### config.mk
export PLATFORM = sky130hd
export DESIGN_NAME = vliw_regfile_2w4r
export DESIGN_NICKNAME = d
export VERILOG_FILES = /design/src/rtl/vliw_pkg.sv /design/src/rtl/regfile_read_port.sv /design/src/rtl/vliw_regfile_2w4r.sv
export SDC_FILE = /design/constraint.sdc
export NUM_CORES = 2
export LEC_CHECK = 0
export BUFFER_PORTS_ARGS = -buffer_cell sky130_fd_sc_hd__buf_2
export CAP_MARGIN = 20
export CORE_AREA = 2 2 383 480
export CTS_CLUSTER_DIAMETER = 120
export DETAILED_ROUTE_END_ITERATION = 8
export DIE_AREA = 0 0 385 482
export MAX_ROUTING_LAYER = met4
export PLACE_DENSITY_LB_ADDON = 0.08
export SYNTH_ARGS = -nofsm -noshare
export SYNTH_HDL_FRONTEND = slang
export SYNTH_SLANG_ARGS = --single-unit
### constraint.sdc
create_clock -name clk -period 4.35 [get_ports clk]
set_input_delay 0.87 -clock clk [delete_from_list [all_inputs] [get_ports clk]]
set_output_delay 0.87 -clock clk [all_outputs]
set_load 0.1 [all_outputs]
### src/rtl/vliw_pkg.sv
// Shared constants, types and a decode helper for the two-slot VLIW register file.
package vliw_pkg;
    localparam int DATA_W       = 32;
    localparam int ADDR_W       = 5;
    localparam int NUM_REGS     = 2 ** ADDR_W;
    localparam int NUM_SLOTS    = 2;
    localparam int NUM_RD_PORTS = 4;
    localparam int SLOT_HI      = 1;
    localparam int SLOT_LO      = 0;

    localparam logic [ADDR_W-1:0] ZERO_REG = {ADDR_W{1'b0}};

    typedef logic [DATA_W-1:0] data_t;
    typedef logic [ADDR_W-1:0] addr_t;

    // One-hot register select; r0 never decodes so it can be neither written nor marked busy.
    function automatic logic [NUM_REGS-1:0] reg_onehot(input logic en, input addr_t addr);
        reg_onehot = {NUM_REGS{1'b0}};
        if (en && (addr != ZERO_REG)) begin
            reg_onehot[addr] = 1'b1;
        end else begin
            reg_onehot = {NUM_REGS{1'b0}};
        end
    endfunction
endpackage

### src/rtl/regfile_read_port.sv
// One read port: write-through bypass mux in slot order plus this port's stall term.
module regfile_read_port
    import vliw_pkg::*;
#(
    parameter bit BYPASS_EN = 1'b1
) (
    input  logic                            i_rd_en,
    input  logic [ADDR_W-1:0]               i_rd_addr,
    input  logic [DATA_W-1:0]               i_stored,
    input  logic                            i_busy,
    input  logic [NUM_SLOTS-1:0]            i_wr_en,
    input  logic [NUM_SLOTS-1:0][ADDR_W-1:0] i_wr_addr,
    input  logic [NUM_SLOTS-1:0][DATA_W-1:0] i_wr_data,
    output logic [DATA_W-1:0]               o_rd_data,
    output logic                            o_stall
);
    logic w_nonzero;
    logic w_hit_hi;
    logic w_hit_lo;

    // The later slot in the bundle is checked first so it shadows slot 0 on a shared target.
    always_comb begin
        w_nonzero = (i_rd_addr != ZERO_REG);
        w_hit_hi  = BYPASS_EN && w_nonzero && i_wr_en[SLOT_HI] && (i_wr_addr[SLOT_HI] == i_rd_addr);
        w_hit_lo  = BYPASS_EN && w_nonzero && i_wr_en[SLOT_LO] && (i_wr_addr[SLOT_LO] == i_rd_addr);
        o_rd_data = {DATA_W{1'b0}};
        if (!w_nonzero) begin
            o_rd_data = {DATA_W{1'b0}};
        end else if (w_hit_hi) begin
            o_rd_data = i_wr_data[SLOT_HI];
        end else if (w_hit_lo) begin
            o_rd_data = i_wr_data[SLOT_LO];
        end else begin
            o_rd_data = i_stored;
        end
        o_stall = i_rd_en && w_nonzero && i_busy && !(w_hit_hi || w_hit_lo);
    end
endmodule

### src/rtl/vliw_regfile_2w4r.sv
// 32x32 register file, 4 read / 2 write ports, with busy-bit scoreboard and stall generation.
module vliw_regfile_2w4r
    import vliw_pkg::*;
#(
    parameter bit BYPASS_EN = 1'b1
) (
    input  logic                clk,
    input  logic                reset,
    input  logic                rdEn0,
    input  logic                rdEn1,
    input  logic                rdEn2,
    input  logic                rdEn3,
    input  logic [ADDR_W-1:0]   rdAddr0,
    input  logic [ADDR_W-1:0]   rdAddr1,
    input  logic [ADDR_W-1:0]   rdAddr2,
    input  logic [ADDR_W-1:0]   rdAddr3,
    output logic [DATA_W-1:0]   rdData0,
    output logic [DATA_W-1:0]   rdData1,
    output logic [DATA_W-1:0]   rdData2,
    output logic [DATA_W-1:0]   rdData3,
    input  logic                wrEn0,
    input  logic                wrEn1,
    input  logic [ADDR_W-1:0]   wrAddr0,
    input  logic [ADDR_W-1:0]   wrAddr1,
    input  logic [DATA_W-1:0]   wrData0,
    input  logic [DATA_W-1:0]   wrData1,
    input  logic                issueEn0,
    input  logic                issueEn1,
    input  logic [ADDR_W-1:0]   issueDst0,
    input  logic [ADDR_W-1:0]   issueDst1,
    output logic                stall,
    output logic [NUM_REGS-1:0] busyVec
);
    logic [DATA_W-1:0]                   r_regs [NUM_REGS];
    logic [NUM_REGS-1:0]                 r_busy;

    logic [NUM_SLOTS-1:0]                w_wr_en;
    logic [NUM_SLOTS-1:0][ADDR_W-1:0]    w_wr_addr;
    logic [NUM_SLOTS-1:0][DATA_W-1:0]    w_wr_data;
    logic [NUM_SLOTS-1:0][NUM_REGS-1:0]  w_wr_hit;
    logic [NUM_REGS-1:0]                 w_clr_mask;
    logic [NUM_REGS-1:0]                 w_set_mask;
    logic [NUM_REGS-1:0]                 w_busy_nxt;

    logic [NUM_RD_PORTS-1:0]             w_rd_en;
    logic [NUM_RD_PORTS-1:0][ADDR_W-1:0] w_rd_addr;
    logic [NUM_RD_PORTS-1:0][DATA_W-1:0] w_rd_data;
    logic [NUM_RD_PORTS-1:0]             w_port_stall;

    assign w_wr_en   = {wrEn1, wrEn0};
    assign w_wr_addr = {wrAddr1, wrAddr0};
    assign w_wr_data = {wrData1, wrData0};
    assign w_rd_en   = {rdEn3, rdEn2, rdEn1, rdEn0};
    assign w_rd_addr = {rdAddr3, rdAddr2, rdAddr1, rdAddr0};

    assign w_wr_hit[SLOT_LO] = reg_onehot(wrEn0, wrAddr0);
    assign w_wr_hit[SLOT_HI] = reg_onehot(wrEn1, wrAddr1);
    assign w_clr_mask = w_wr_hit[SLOT_LO] | w_wr_hit[SLOT_HI];
    assign w_set_mask = reg_onehot(issueEn0, issueDst0) | reg_onehot(issueEn1, issueDst1);
    // A new producer issued this cycle outranks the retiring write of the same register.
    assign w_busy_nxt = (r_busy & ~w_clr_mask) | w_set_mask;

    // Register storage; slot 1 overrides slot 0 on a shared destination.
    always_ff @(posedge clk) begin
        if (reset) begin
            for (int i = 0; i < NUM_REGS; i++) begin
                r_regs[i] <= {DATA_W{1'b0}};
            end
        end else begin
            for (int i = 0; i < NUM_REGS; i++) begin
                if (w_wr_hit[SLOT_HI][i]) begin
                    r_regs[i] <= w_wr_data[SLOT_HI];
                end else if (w_wr_hit[SLOT_LO][i]) begin
                    r_regs[i] <= w_wr_data[SLOT_LO];
                end else begin
                    r_regs[i] <= r_regs[i];
                end
            end
        end
    end

    // Scoreboard busy bits.
    always_ff @(posedge clk) begin
        if (reset) begin
            r_busy <= {NUM_REGS{1'b0}};
        end else begin
            r_busy <= w_busy_nxt;
        end
    end

    for (genvar k = 0; k < NUM_RD_PORTS; k++) begin : g_rd
        regfile_read_port #(
            .BYPASS_EN (BYPASS_EN)
        ) u_port (
            .i_rd_en   (w_rd_en[k]),
            .i_rd_addr (w_rd_addr[k]),
            .i_stored  (r_regs[w_rd_addr[k]]),
            .i_busy    (r_busy[w_rd_addr[k]]),
            .i_wr_en   (w_wr_en),
            .i_wr_addr (w_wr_addr),
            .i_wr_data (w_wr_data),
            .o_rd_data (w_rd_data[k]),
            .o_stall   (w_port_stall[k])
        );
    end

    assign rdData0 = w_rd_data[0];
    assign rdData1 = w_rd_data[1];
    assign rdData2 = w_rd_data[2];
    assign rdData3 = w_rd_data[3];
    assign stall   = |w_port_stall;
    assign busyVec = r_busy;
endmodule

=== Word level (Yosys, flattened, before mapping) ===
Memory sizes are Yosys's and may differ from the RTL's.
Cells that the tools add are included.

* Magnitude comparators: 12
* Equal/unequal tests: 40
* Multiplexer cells: 482
* Bitwise logic cells: 101
* Reductions and logical operators: 85

{| class="wikitable"
|+ Operators with widths
! operator !! number
|-
| $mux 32 || 112
|-
| $mux 1 || 362
|-
| $or 1x1->1 || 96
|-
| $or 32x32->32 || 3
|-
| $reduce_and 2->1 || 32
|-
| $lt 5x6->1 const B || 8
|-
| $eq 5x5->1 || 8
|-
| $reduce_bool 5->1 || 8
|-
| $logic_and 1x1->1 || 36
|-
| $and 32x32->32 || 1
|-
| $ne 0x0->1 || 32
|-
| $not 32->32 || 1
|-
| $bmux 1 s5 || 4
|-
| $demux 1 s5 || 4
|-
| $ge 5x1->1 const B || 4
|-
| $logic_not 1->1 || 4
|-
| $logic_or 1x1->1 || 4
|-
| $reduce_or 4->1 || 1
|}

* Flip-flop bits (word level): 32
* Memory bits (writable): 1024
* Input port bits: 114
* Output and inout port bits: 161
* Logic and storage cells: 722
* Memories: 1

{| class="wikitable"
|+ Memory list
! name !! depth !! bits a word !! rd ports !! clocked after memory_dff !! wr ports !! line !! RTL
|-
| r_regs || 32 || 32 || 4 || 0 || 32 || vliw_regfile_2w4r.sv:34 || <nowiki>logic [DATA_W-1:0] r_regs [NUM_REGS];</nowiki>
|}

=== Logic depth before layout (Yosys ltp) ===
* Word-level depth: 11
* Gate-level depth with buffers: 11
* Mapped depth without buffers: 6

=== Modules after synthesis ===
A second synthesis with hierarchy kept.

* Cells, all modules: 9565
* Area total of the unflattened synthesis: 87021.0 µm²

{| class="wikitable"
|+ Modules (own cells, without submodules)
! module !! instances !! cells each !! area an instance (µm²) !! seq. area each (µm²)
|-
| vliw_regfile_2w4r || 1 || 8729 || 82086.2 || 31390.1
|-
| regfile_read_port || 4 || 209 || 1233.7 || 0.0
|}

=== Worst setup path after synthesis ===
OpenSTA, ideal clock, no wires.

* Kind: in2out
* From: input port rdAddr0[4]
* To: output port rdData0[18]
* Arrival: 4779 ps
* Required time: 3480 ps
* Slack: -1299 ps
* Stages: 9
* Buffers on the path: 4
* Cells stage by stage: buf_4 > or2_1 > buf_2 > nor4_4 > nor3_1 > or3_1 > buf_2 > buf_6 > o31ai_1

* Longest elaborated chain between the ends: 6
* Elaborated cells on any way between the ends: 11
* Those cells by class: eq/ne (2); mux (3); reduce/logical (5); memory (1)

{| class="wikitable"
|+ RTL lines
! element !! line !! RTL
|-
| start, declared || vliw_regfile_2w4r.sv:13 || <nowiki>input logic [ADDR_W-1:0] rdAddr0,</nowiki>
|-
| parallel branches: the longest is 5 deep, another holds $mem_v2 32x32 || - ||
|-
| $mux 32 (*) || regfile_read_port.sv:27 || <nowiki>if (!w_nonzero) begin</nowiki>
|-
| end, declared || vliw_regfile_2w4r.sv:17 || <nowiki>output logic [DATA_W-1:0] rdData0,</nowiki>
|}

Mark *: on every way between the ends.

=== Worst setup path after layout ===
* From: input port rdAddr3[0]
* To: output port rdData3[8]

* Longest elaborated chain between the ends: 6
* Elaborated cells on any way between the ends: 11
* Those cells by class: eq/ne (2); mux (3); reduce/logical (5); memory (1)

{| class="wikitable"
|+ RTL lines
! element !! line !! RTL
|-
| start, declared || vliw_regfile_2w4r.sv:16 || <nowiki>input logic [ADDR_W-1:0] rdAddr3,</nowiki>
|-
| parallel branches: the longest is 5 deep, another holds $mem_v2 32x32 || - ||
|-
| $mux 32 (*) || regfile_read_port.sv:27 ||
|-
| end, declared || vliw_regfile_2w4r.sv:20 || <nowiki>output logic [DATA_W-1:0] rdData3,</nowiki>
|}

Marked as above.

==> impl_metrics.json <==
{
  "postRouteAntennaNets": 0,
  "fp.dieW_um": 385,
  "path_buf_inv": 4,
  "synthCells": 6708,
  "critPathSlowestCell": "a221o_2",
  "drtIter0Drc": 14845,
  "gp_congestion": 1.08,
  "critical_path_class": "input port to output port",
  "hold_viol": 0,
  "fin_util": 0.552,
  "cts_htree_levels": 3,
  "grt_start_max_net_pins": 130,
  "grt_antenna_before_repair": 76,
  "dpl.hpwl_um": 332000,
  "power_density_mw_per_mm2": 358,
  "multi_input_area_mm2": 0.0476,
  "synth-edff-count": 1024,
  "seq_area_frac_synth": 0.387,
  "worstSkewPairLatency_ns": 0.81,
  "slew_headroom": 0.193,
  "postCtsHoldBufs": 0,
  "clkSinkCount": 1056,
  "ios": 275,
  "crit_top_cell": "buf_16",
  "fin_ws_ns": -0.129,
  "die_h_um": 482,
  "power.total_mw": 35.7,
  "dr_total_vias": 77992,
  "cp-start-kind": "input port",
  "cts-root-buf": "clkbuf_16",
  "cts-buffers-inserted": 119,
  "grt_pass1_wl_um": 664000,
  "cts_tree": "yes",
  "drive_gt1_frac": 0.392,
  "crit_arrival_ns": 3.61,
  "fmax_mhz": 223,
  "fin_tns_setup_ns": -1.03,
  "leakage_nw": 34.2,
  "setup_violations": 36,
  "fin_skew_ns": 0,
  "start_util": 0.448,
  "rsz0062_at_grt": "yes",
  "grt_pass1_vias": 72318,
  "portBuffers": 274,
  "cp_max_fo": 6,
  "run_status": "finished, violations left",
  "crit_family": "multiplexers",
  "yosysTopAreaCellShare": 0.379,
  "std_cell_rows": 175,
  "fin_nets": 7231,
  "wire_per_inst_um": 52.3,
  "grt_use_total": 0.556,
  "synth_area_leader_cell": "edfxtp_1",
  "via_per_inst": 8.03,
  "hold_class": "input port to flop",
  "end_kind": "output port",
  "yosys_most_used_dff": "edfxtp_1",
  "async_flop_share": 0,
  "violations": "setup timing",
  "critical_path_required_ns": 3.48,
  "syn2layout_area_growth_pct": 23.1,
  "fin_crit_ns": 4.48,
  "ys_ff_latch": 1056,
  "ys_types": 64,
  "yosysWarningCount": 0,
  "grt-ovfl-total": 0,
  "tightest_slew_ns": 1.21,
  "ir_drop_mv": 0.425,
  "route.detailed.drc": 0,
  "yosys-top-cells-area": "edfxtp_1 38%, mux4_2 27%, mux2i_1 3.9%",
  "min_period_over_period": 1.03,
  "clk_path_buf_depth": 3,
  "cts.reportedPaths.clkPinSlew_ns": 0.06,
  "fillers": 15155,
  "core_area_mm2": 0.181,
  "drt_wl_total_um": 508000,
  "syn_area_per_cell_um2": 12.1,
  "netlist_area_mm2": 0.0811,
  "slew_viol_final": 0,
  "final_cells": 9717,
  "seq_area_mm2": 0.0314,
  "cap_violations": 0,
  "dp.cells": 9330,
  "holdWs_ns": 0.441,
  "critical-path-max-stage-delay_ns": 0.49,
  "firstDrtPassIters": 6,
  "die-area_mm2": 0.186,
  "path_cells": "buf_16, buf_16, buf_6, mux4_2, mux2_4, a22o_4, nor3_4, nor3_2, a221o_2, buf_12"
}
## registers in the layout, summed over array words and instances (netlist names)
register / flops
busyVec: 32
r_regs: 1024
## synthesized netlist by cell type (13+ instances only)
cell / count
edfxtp_1: 1024
mux4_2: 961
clkbuf_1: 633
nand2_1: 616
nor2_1: 564
o21ai_0: 461
a22oi_1: 382
mux2i_1: 313
mux2_2: 256
a22o_1: 224
o22ai_1: 216
buf_2: 171
nor3_1: 139
a21oi_1: 81
buf_1: 71
o221ai_1: 71
a221o_1: 65
nor2b_1: 57
o31ai_1: 56
a211oi_1: 47
buf_4: 36
dfxtp_1: 32
xnor2_1: 24
a222oi_1: 21
nor4_1: 21
xor2_1: 16
nand3_1: 15
nand2b_1: 13
## kinds of logic (layout without fill, tap and decap cells)
logic type | after synthesis | in the layout | share of synthesized area
other | 1 | 141 | 0.0000462
multiplexers | 1530 | 1530 | 0.341
AO/OA/AOI/OAI | 1654 | 1654 | 0.141
buffers and inverters | 929 | 1409 | 0.0482
flip-flops | 1056 | 1056 | 0.387
AND/OR/NAND/NOR | 1498 | 1498 | 0.0783
XOR/XNOR | 40 | 40 | 0.00432
## worst paths after layout
path,slack [ns],endpoint,cells after the start,from
worst max register to register,3.35,busyVec[2],2,busyVec[2]
worst min register to register,0.58,busyVec[0],1,busyVec[0]
worst min-delay path,0.44,busyVec[25],2,reset
worst max-delay path,-0.13,rdData3[8],10,rdAddr3[0]
## where the power goes
part	internal (mW)	switching [mW]	leakage [nW]
Combinational	4.73	7.15	22.1
Clock	6.16	4.88	1.96
Sequential	12.0	0.796	10.1
Total	22.9	12.8	34.2
## metal layers
layer	wire length, um	global-route usage	part of all wire
met1	166000	0.640	0.33
met2	208000	0.743	0.41
met3	85200	0.265	0.17
met4	48600	0.423	0.096
met5	0	-	0
## cells in the final DEF, fill, tap and decap left out, types with 40 or more instances in the layout
cell type / instances
a21oi_1: 81
a221o_1: 53
a22o_1: 223
a22oi_1: 382
buf_12: 347
buf_2: 127
buf_4: 645
clkbuf_16: 127
diode_2: 109
edfxtp_1: 1024
mux2_2: 250
mux2i_1: 313
mux4_2: 961
nand2_1: 591
nor2_1: 537
nor2b_1: 53
nor3_1: 81
nor3_2: 40
o21ai_0: 452
o221ai_1: 66
o22ai_1: 212
## repair_timing
item | CTS | global route
setup buffers | 18 | 32
pin swaps | 14 | 13
endpoints found under the setup margin | 102 | 67
gates resized for setup | 103 | 74
gates cloned | 5 | 6
## worst reg2reg max path, cell delays in order (launching register included)
cell and delay, ns:
dfxtp_1 0.42, a222oi_1 0.38, nor2_1 0.06
## final cells by class
cell class                      count  area share
Multi-Input combinational cell   4754       0.477
Sequential cell                  1056       0.314
Timing Repair Buffer             1178       0.136
Clock buffer                      139      0.0310
Tap cell                         2389      0.0299
Clock inverter                     84     0.00958
Antenna cell                      109     0.00273
Inverter                            8    0.000326
## stage by stage
step                      worst slack, ns  instance area (um^2)
after CTS                         -0.0102                 98900
after global routing              -0.0859                 99800
after detailed placement           -0.612                 94000
after global placement             -0.612                 94000
after floorplan                    -0.484                 81700
final                              -0.129                 99900
(Power assumes the default switching activity.)
